$ cat src/rtl/ahb_pkg.sv
// ----------------------------------------------------------------------------
// ahb_pkg
// Shared AHB encodings for the slave-side mux and its default slave:
//   - HTRANS transfer-type codes
//   - HRESP response codes
//   - default number of decoded slave ports
//   - default-slave FSM state type
// ----------------------------------------------------------------------------
package ahb_pkg;

    localparam logic [1:0] HTRANS_IDLE   = 2'd0;
    localparam logic [1:0] HTRANS_BUSY   = 2'd1;
    localparam logic [1:0] HTRANS_NONSEQ = 2'd2;
    localparam logic [1:0] HTRANS_SEQ    = 2'd3;

    localparam logic HRESP_OKAY  = 1'b0;
    localparam logic HRESP_ERROR = 1'b1;

    localparam int AHB_NUM_SLAVES = 4;

    typedef enum logic [1:0] {
        DS_IDLE = 2'd0,
        DS_ERR1 = 2'd1,
        DS_ERR2 = 2'd2
    } ds_state_e;

    // An address phase only asks for a response when it carries a real transfer.
    function automatic logic htrans_active(input logic [1:0] htrans);
        return (htrans == HTRANS_NONSEQ) || (htrans == HTRANS_SEQ);
    endfunction

endpackage

$ cat src/rtl/ahb_default_slave.sv
// ----------------------------------------------------------------------------
// ahb_default_slave
// Answers data phases that no real slave owns. Idle/busy transfers get a
// zero-wait OKAY; active transfers get the two-cycle AHB ERROR response.
// Counts ERROR responses in a saturating 8-bit counter.
// Ports:
//   HCLK       in   bus clock
//   HRESET     in   synchronous active-high reset
//   hready     in   muxed HREADY (address phase sampled when 1)
//   err_req    in   sampled address phase is default-owned and active
//   ds_hready  out  default-slave ready
//   ds_hresp   out  default-slave response
//   err_cnt    out  saturating count of ERROR responses
// ----------------------------------------------------------------------------
module ahb_default_slave
    import ahb_pkg::*;
(
    input  logic       HCLK,
    input  logic       HRESET,
    input  logic       hready,
    input  logic       err_req,
    output logic       ds_hready,
    output logic       ds_hresp,
    output logic [7:0] err_cnt
);

    ds_state_e state, state_nxt;

    always_ff @(posedge HCLK) begin
        if (HRESET) begin
            state   <= DS_IDLE;
            err_cnt <= 8'd0;
        end else begin
            state <= state_nxt;
            // ERR1 always moves to ERR2 outside reset, so counting here
            // counts exactly the ERR1->ERR2 transitions.
            if (state == DS_ERR1 && err_cnt != 8'hFF)
                err_cnt <= err_cnt + 8'd1;
        end
    end

    always_comb begin
        state_nxt = state;
        ds_hready = 1'b1;
        ds_hresp  = HRESP_OKAY;
        case (state)
            DS_IDLE: begin
                if (hready && err_req)
                    state_nxt = DS_ERR1;
            end
            DS_ERR1: begin
                ds_hready = 1'b0;
                ds_hresp  = HRESP_ERROR;
                state_nxt = DS_ERR2;
            end
            DS_ERR2: begin
                ds_hresp  = HRESP_ERROR;
                // Next address phase is sampled now; back-to-back errors allowed.
                state_nxt = (hready && err_req) ? DS_ERR1 : DS_IDLE;
            end
            default: state_nxt = DS_IDLE;
        endcase
    end

endmodule

$ cat src/rtl/ahb_slave_mux.sv
// ----------------------------------------------------------------------------
// ahb_slave_mux
// Slave-to-manager response mux for an AHB-Lite bus. Registers the
// data-phase owner from the address-phase decode and routes that owner's
// HRDATA/HREADYOUT/HRESP back to the manager. Decode misses, multi-hot
// selects and empty selects go to an internal default slave.
// Ports:
//   HCLK         in   bus clock
//   HRESET       in   synchronous active-high reset
//   HSELx        in   [NUM_SLAVES] address-phase slave selects
//   HERROR       in   address-phase decode-miss flag
//   HTRANS       in   [2] address-phase transfer type
//   HRDATA_S     in   [NUM_SLAVES*DATA_W] per-slave read data
//   HREADYOUT_S  in   [NUM_SLAVES] per-slave ready
//   HRESP_S      in   [NUM_SLAVES] per-slave response
//   HRDATA       out  [DATA_W] muxed read data
//   HREADY       out  muxed ready (also fed back to the slaves)
//   HRESP        out  muxed response
//   ERR_CNT      out  [8] saturating count of default-slave ERROR responses
// ----------------------------------------------------------------------------
module ahb_slave_mux
    import ahb_pkg::*;
#(
    parameter int NUM_SLAVES = AHB_NUM_SLAVES,
    parameter int DATA_W     = 32
) (
    input  logic                         HCLK,
    input  logic                         HRESET,
    input  logic [NUM_SLAVES-1:0]        HSELx,
    input  logic                         HERROR,
    input  logic [1:0]                   HTRANS,
    input  logic [NUM_SLAVES*DATA_W-1:0] HRDATA_S,
    input  logic [NUM_SLAVES-1:0]        HREADYOUT_S,
    input  logic [NUM_SLAVES-1:0]        HRESP_S,
    output logic [DATA_W-1:0]            HRDATA,
    output logic                         HREADY,
    output logic                         HRESP,
    output logic [7:0]                   ERR_CNT
);

    localparam int IDX_W = (NUM_SLAVES > 1) ? $clog2(NUM_SLAVES) : 1;

    logic             addr_def;
    logic [IDX_W-1:0] addr_idx;
    logic             sel_seen;
    logic             sel_multi;
    logic             dsel_def;
    logic [IDX_W-1:0] dsel_idx;
    logic             ds_hready;
    logic             ds_hresp;
    logic [DATA_W-1:0] rdata_arr [NUM_SLAVES];

    for (genvar g = 0; g < NUM_SLAVES; g++) begin : g_slice
        assign rdata_arr[g] = HRDATA_S[g*DATA_W +: DATA_W];
    end

    // Owner decode: exactly one select with no decode miss picks a real
    // slave; anything else belongs to the default slave.
    always_comb begin
        addr_idx  = '0;
        sel_seen  = 1'b0;
        sel_multi = 1'b0;
        for (int i = 0; i < NUM_SLAVES; i++) begin
            if (HSELx[i]) begin
                sel_multi = sel_multi | sel_seen;
                sel_seen  = 1'b1;
                addr_idx  = IDX_W'(i);
            end
        end
        addr_def = HERROR | ~sel_seen | sel_multi;
    end

    // Data-phase owner; holds while the current owner stretches the phase.
    always_ff @(posedge HCLK) begin
        if (HRESET) begin
            dsel_def <= 1'b1;
            dsel_idx <= '0;
        end else if (HREADY) begin
            dsel_def <= addr_def;
            dsel_idx <= addr_idx;
        end
    end

    ahb_default_slave u_default_slave (
        .HCLK      (HCLK),
        .HRESET    (HRESET),
        .hready    (HREADY),
        .err_req   (addr_def & htrans_active(HTRANS)),
        .ds_hready (ds_hready),
        .ds_hresp  (ds_hresp),
        .err_cnt   (ERR_CNT)
    );

    always_comb begin
        if (dsel_def) begin
            HRDATA = '0;
            HREADY = ds_hready;
            HRESP  = ds_hresp;
        end else begin
            HRDATA = rdata_arr[dsel_idx];
            HREADY = HREADYOUT_S[dsel_idx];
            HRESP  = HRESP_S[dsel_idx];
        end
    end

endmodule

$ cat config.mk
export PLATFORM = sky130hd
export DESIGN_NAME = ahb_slave_mux
export DESIGN_NICKNAME = d
export VERILOG_FILES = /design/src/rtl/ahb_pkg.sv /design/src/rtl/ahb_default_slave.sv /design/src/rtl/ahb_slave_mux.sv
export SDC_FILE = /design/constraint.sdc
export NUM_CORES = 1
export LEC_CHECK = 0
export ABC_AREA = 1
export CAP_MARGIN = 30
export CORE_MARGIN = 3
export CORE_UTILIZATION = 31
export DETAILED_ROUTE_END_ITERATION = 8
export GPL_TIMING_DRIVEN = 1
export PLACE_DENSITY = 0.85
export SLEW_MARGIN = 25
export SYNTH_ARGS = -nofsm -noshare
export SYNTH_HDL_FRONTEND = slang
export SYNTH_SLANG_ARGS = --single-unit
$ cat constraint.sdc
create_clock -name HCLK -period 1.4 [get_ports HCLK]
set_clock_uncertainty 0.05 [all_clocks]
set_input_delay 0.28 -clock HCLK [delete_from_list [all_inputs] [get_ports HCLK]]
set_output_delay 0.28 -clock HCLK [all_outputs]
set_load 0.01 [all_outputs]
==> qor.yml, run 1 <==
critPathLaunchType: "flop"
cts_buffer_depth: 2
final_cells: 665
initial_core_util: 0.326
drt_first_pass_iters: 5
powerDensity_nw_per_um2: 1120
synthCells: 371
worstSkewPairLatency_ns: 0.25
cts_buffers: 3
die_area_sq_um: 7280
crit_path_top_delay_cell: "dfxtp_4"
grt_usage: 0.275
crit_path_end: "HRDATA[7]"
drt-initial-drc-count: 146
fin_util: 0.786
worstReg2RegStart: "dsel_idx[0]$_SDFFE_PP0P_"
path_cells: "buf_12, buf_8, buf_6, nor2_4, nor2_2, o21ai_2, a21oi_2, buf_2"
gp_congestion: 0.918
core_area_sq_um: 5990
drc: 0
yosysSeqAreaShare: 0.133
viasPerCell: 5.11
hpwl_um: 7840
wl_per_cell_um: 16.6
worstSetupStartpoint: "dsel_idx[0]$_SDFFE_PP0P_"
worst_pin_slew_ns: 0.301
yosys_warnings: 0
io_buffers: 185
crit_fanout: 8
yosysUniqueCellTypes: 30
io_pins: 187
hold_path_class: "flop to flop"
antenna_left: 0
num_vias: 3396
die_y_um: 85.3
crit_arrival_ns: 1.51
timing.rr.end: "u_default_slave.state[1]$_SDFFE_PP0P_"
setup_slack_ns: -0.441
diodes: 0
drive_above_1_share: 0.327
antenna_found_initial: 0
clk_pin_slew_worst_paths_ns: 0.06
r2r_slack_ns: -0.21
status: "finished with violations"
syn_avg_cell_area_sq_um: 5.26
fillCellCount: 427
cts_tree: "yes"
maxSlewViolCount: 0
clockRootBuffer: "clkbuf_8"
first_global_vias: 3399
seqCellArea_sq_um: 275
syn-num-nets: 522
multi_input_area_sq_um: 1800
end_kind: "primary output"
hold_viol: 0
peakVddDrop_v: 0.000938
critPathMaxStageDelay_ns: 0.38
fin_crit_sh: 1.32
dpl_worst_slack_ns: -0.660
yosys_register_bits: 13
rows: 28
syn_area_sq_um: 1950
syn_to_final_growth_pct: 141
max_freq_mhz: 543
clock_sinks: 13
min_period_ns: 1.84
critPathKind: "flop to primary output"
dp_cells: 639
htreeDepth: 1
reg2regPathDepth: 11
final_nets: 742
max-slew-margin-rel: 0.799
grt_max_degree: 25
grt-ovfl-total: 0
p_leak_uw: 0.00200
violations: "negative setup slack"
die_w_um: 85.3
final_area_sq_um: 4710
finalSetupViolCount: 43
drt_wl_total_um: 11100
place_area_sq_um: 4240
fin_total_pwr_uw: 5260
max-cap-violations: 0
cts_hold_buf: 0
grt_pass1_wl_um: 16100
cp_data_required_time_ns: 1.07
rsz0062_at_grt: "true"
[cell type report]
class,instances,share of cell area
Timing Repair Buffer,241,0.512
Multi-Input combinational cell,314,0.382
Sequential cell,13,0.0584
Tap cell,75,0.0199
Inverter,18,0.0175
Clock buffer,4,0.00956
[placed cells by master (no fill, tap or decap), types with 3 or more instances in the layout]
cell type,count
buf_2,33
nand2_2,7
o21ai_2,16
clkbuf_8,3
nor2_2,13
nand3_2,5
inv_1,12
o21ai_4,3
buf_4,26
clkdlybuf4s50_1,143
dfxtp_1,5
buf_16,5
o21ai_1,52
buf_6,11
inv_2,4
a21oi_2,33
a21oi_1,9
buf_8,3
nor2_1,130
buf_12,11
nand3_1,3
dfxtp_2,6
ha_1,4
nand2_1,19
xor2_1,3
dlygate4sd2_1,8
nor2_4,3
[state kept, by name, summed over array words and instances (netlist names)]
signal                   flops
dsel_def                     1
dsel_idx                     2
u_default_slave.err_cnt      8
u_default_slave.state        2
[kinds of logic (layout without fill, tap and decap cells)]
family                     count (synthesis)  after routing  synth area share
adders and majority gates                  6              6            0.0385
xor gates and xnor gates                   4              4            0.0180
and+or+nand+nor                          185            185             0.385
AOI/OAI and AO/OA                        119            119             0.318
buffers and inverters                     44            263             0.108
DFF                                       13             13             0.133
[critical path: cells and delay by family (launching register included)]
family / cells / cell delay, ns
simple gates: 2 / 0.15
compound gates: 2 / 0.20
flops: 1 / 0.38
buf+inv: 4 / 0.52
[power breakdown]
part,total [uW],internal [uW],switching (uW)
combinational,4380,2210,2160
sequential,535,449,85.8
clock,351,202,149
[cell usage after synthesis]
cell / instances / area (sq um)
nor2_1: 145 / 544
a21oi_1: 41 / 205
o21ai_0: 38 / 190
o21ai_1: 34 / 170
nand2_1: 25 / 93.8
clkbuf_1: 14 / 52.6
inv_1: 14 / 52.6
dfxtp_1: 13 / 260
ha_1: 6 / 75.1
buf_2: 5 / 25.0
buf_4: 4 / 30.0
nand3_1: 4 / 20.0
nand3_2: 4 / 40.0
inv_2: 3 / 11.3
xor2_1: 3 / 26.3
a21oi_2: 2 / 17.5
a31oi_1: 2 / 12.5
nand2_4: 2 / 22.5
a21oi_4: 1 / 16.3
and3_1: 1 / 6.26
buf_1: 1 / 3.75
buf_6: 1 / 11.3
buf_8: 1 / 15.0
inv_6: 1 / 8.76
nand2_2: 1 / 6.26
nand4_1: 1 / 6.26
nor2_2: 1 / 6.26
nor3_1: 1 / 5.00
o21bai_1: 1 / 7.51
xnor2_1: 1 / 8.76
[metrics by stage]
| step | setup TNS, ns | hold slack, ns |
|---|---|---|
| after floorplan | -0.115 | 0.292 |
| after global placement | -20.42 | 0.446 |
| after detailed placement | -21.32 | 0.464 |
| after CTS | -11.66 | 0.469 |
| after global routing | -16.22 | 0.500 |
| final | -12.86 | 0.465 |
[per-layer routing]
layer  vias to the layer above  part of all wire  track usage
li1                       1649                 -            -
met1                      1539              0.35        0.286
met2                       167              0.53        0.502
met3                        41             0.077       0.0767
met4                         0             0.048        0.138
met5                         -                 0            0
[repair_timing]
action                     CTS  global route
resized for setup          228            44
pin swaps                   21            23
setup endpoints to repair   54            47
cloned                       5             1
setup buffers                9             8
[worst min-delay path by stage]
stage                                                  startpoint                                 endpoint  depth (start not counted)
after floorplan                                            HRESET    u_default_slave.state[0]$_SDFFE_PP0P_                          1
after global placement    u_default_slave.err_cnt[6]$_SDFFE_PP0P_  u_default_slave.err_cnt[6]$_SDFFE_PP0P_                          2
after detailed placement  u_default_slave.err_cnt[7]$_SDFFE_PP0P_  u_default_slave.err_cnt[7]$_SDFFE_PP0P_                          2
after CTS                 u_default_slave.err_cnt[7]$_SDFFE_PP0P_  u_default_slave.err_cnt[7]$_SDFFE_PP0P_                          2
after global routing      u_default_slave.err_cnt[7]$_SDFFE_PP0P_  u_default_slave.err_cnt[7]$_SDFFE_PP0P_                          2
final                     u_default_slave.err_cnt[3]$_SDFFE_PP0P_  u_default_slave.err_cnt[3]$_SDFFE_PP0P_                          2
No activity file was read; power rests on OpenSTA's default activity.
==> inputs of run 2 (changes only) <==
Settings changed: ABC_CLOCK_PERIOD_IN_PS set to 1400, GPL_TIMING_DRIVEN 1 to 0, HOLD_SLACK_MARGIN set to 0.1.
==> run 2 against run 1 <==
Compared with the run above:
- the run still ends with negative setup slack left
- core utilization is 6.8 points lower
- first-iteration DRC count is 9.6% lower
- via count is 2.7% lower
- sequential power is 1% lower
- non-clock buffer count is 19 lower
- global-route usage is 1.1 points lower
- critical path type unchanged
- largest cell class unchanged
==> qor.yml, run 2 (same netlist as run 1, synthesis figures left out) <==
max-slew-margin-rel: 0.740
antenna_left: 0
grt.busiest_layer: "met2"
rows: 28
top_regs: "u_default_slave.err_cnt x8, dsel_idx x2, u_default_slave.state x2"
violations: "negative setup slack"
cts_buffers: 3
num_vias: 3303
finalSetupViolCount: 37
globalRouteMet3Util: 0.0689
grt_pass1_wl_um: 15500
die_area_sq_um: 7280
layout_commonest_cell: "clkdlybuf4s50_1"
grt_usage: 0.265
grt_max_degree: 11
largest_register_ffs: 8
first_global_vias: 3204
clock_sinks: 13
min_period_ns: 1.92
grt-ovfl-total: 0
drt_first_pass_iters: 5
crit_path_top_delay_cell: "dfxtp_2"
dp_cells: 631
drive_above_1_share: 0.288
maxSlewViolCount: 0
critPathMaxStageDelay_ns: 0.34
diodes: 0
hold_viol: 0
setup_slack_ns: -0.523
mostFrequentLayoutCells: "clkdlybuf4s50_1 (143), nor2_1 (132), o21ai_1 (33)"
reg2regPathDepth: 11
gp_congestion: 0.892
crit_fanout: 7
cp_data_required_time_ns: 1.07
grt_use_met1: 0.284
path_cells: "buf_8, buf_8, buf_8, buf_6, nor2_1, nor2_1, o21ai_1, a21oi_2, buf_2"
worstSkewPairLatency_ns: 0.26
io_pins: 187
clockRootBuffer: "clkbuf_8"
peakVddDrop_v: 0.000745
worst_pin_slew_ns: 0.388
final_cells: 647
max-cap-violations: 0
hpwl_um: 8060
viasPerCell: 5.11
powerDensity_nw_per_um2: 1050
critPathKind: "flop to primary output"
htreeDepth: 1
dpl_worst_slack_ns: -0.806
clk_pin_slew_worst_paths_ns: 0.06
drc: 0
initial_core_util: 0.326
critPathLaunchType: "flop"
cp_top_family: "buffers and inverters"
cts_buffer_depth: 2
fin_total_pwr_uw: 4500
max_freq_mhz: 520
io_buffers: 185
final_nets: 724
rsz0062_at_grt: "true"
grt_use_met2: 0.497
hold_path_class: "flop to flop"
end_kind: "primary output"
worst-path-buf-inv: 5
largest_register: "u_default_slave.err_cnt"
worstHoldStart: "u_default_slave.state[0]$_SDFFE_PP0P_"
p_leak_uw: 0.00182
syn_to_final_growth_pct: 120
holdPathEnd: "u_default_slave.state[0]$_SDFFE_PP0P_"
drt_wl_total_um: 10400
holdPathStages: 2
status: "finished with violations"
die_w_um: 85.3
timing.rr.end: "u_default_slave.state[1]$_SDFFE_PP0P_"
core_area_sq_um: 5990
die_y_um: 85.3
crit_path_frequent_cell: "buf_8"
drt-initial-drc-count: 132
crit_arrival_ns: 1.59
antenna_found_initial: 0
fin_crit_sh: 1.37
wl_per_cell_um: 16.0
r2r_slack_ns: -0.06
worstReg2RegStart: "dsel_idx[0]$_SDFFE_PP0P_"
cts_tree: "yes"
-- run 2: changes by cell type in the layout (fill, tap and decap cells not counted), moves of 5 or more --
cell	delta
buf_8	+5
o21ai_0	+22
buf_12	-10
buf_6	-8
o21ai_1	-19
clkbuf_2	+6
buf_4	-10
-- run 2: per-layer routing --
layer  wire length, um  up-vias  part of all wire
met1              3790     1516              0.37
met4               333        0             0.032
met2              5410      141              0.52
li1                  -     1621                 -
met3               847       25             0.082
met5                 0        -                 0
-- run 2: how the worst max path moves through the flow --
stage | startpoint | end | cells past startpoint
2_1_floorplan | dsel_idx[0]$_SDFFE_PP0P_ | HRDATA[10] | 7
3_3_place_gp | dsel_idx[1]$_SDFFE_PP0P_ | HRDATA[11] | 7
3_5_place_dp | dsel_idx[1]$_SDFFE_PP0P_ | HRDATA[11] | 7
4_1_cts | dsel_idx[0]$_SDFFE_PP0P_ | HRDATA[29] | 8
5_1_grt | dsel_idx[0]$_SDFFE_PP0P_ | HRDATA[19] | 9
6_report | dsel_idx[0]$_SDFFE_PP0P_ | HRDATA[19] | 9
-- run 2: power breakdown --
group / switching (uW) / internal (uW) / total (uW)
registers: 80.0 / 449 / 529
logic: 1950 / 1670 / 3610
clock network: 162 / 198 / 360
total: 2190 / 2310 / 4500
-- run 2: timing repair --
| action | CTS | global route |
|---|---|---|
| buffers inserted | 5 | 9 |
| gates cloned | 3 | 0 |
| hold endpoints to repair | 0 | 0 |
| setup endpoints to repair | 51 | 47 |
| gates resized for setup | 225 | 45 |
| hold buffers | 0 | 0 |
| pin swaps | 12 | 17 |
-- run 2: worst register-to-register path, stage by stage, from the launching register on --
cell     delay [ns]
dfxtp_2        0.32
buf_8          0.14
inv_6          0.07
buf_8          0.13
nand2_2        0.05
nand3_2        0.05
nand3_2        0.09
nand2_4        0.09
buf_8          0.13
nand2_4        0.06
a21oi_1        0.12
nor2_1         0.05
-- run 2: stage by stage --
step                cell area [sq um]  TNS, ns  hold WS, ns  utilization
finish                           4300   -14.17        0.454        0.718
global route                     4300   -17.05        0.482        0.718
CTS                              4170   -13.67        0.411        0.697
detailed placement               4010   -25.22        0.450        0.669
global placement                 4010   -24.61        0.431        0.669
floorplan                        2060   -0.115        0.292            -
-- run 2: final cells by class --
type	count	area, sq um
timing repair buffer	200	1840
multi-input combinational	315	1750
fill	496	1690
sequential	13	275
buffer	22	219
tap	75	93.8
inverter	18	80.1
clock buffer	3	41.3
clock inverter	1	5.00
==> inputs of run 3 (changes only) <==
Settings changed: SLEW_MARGIN 25 to not set.
==> results of run 3 <==
No change in the layout: final DEF, timing and power equal those of run 2.
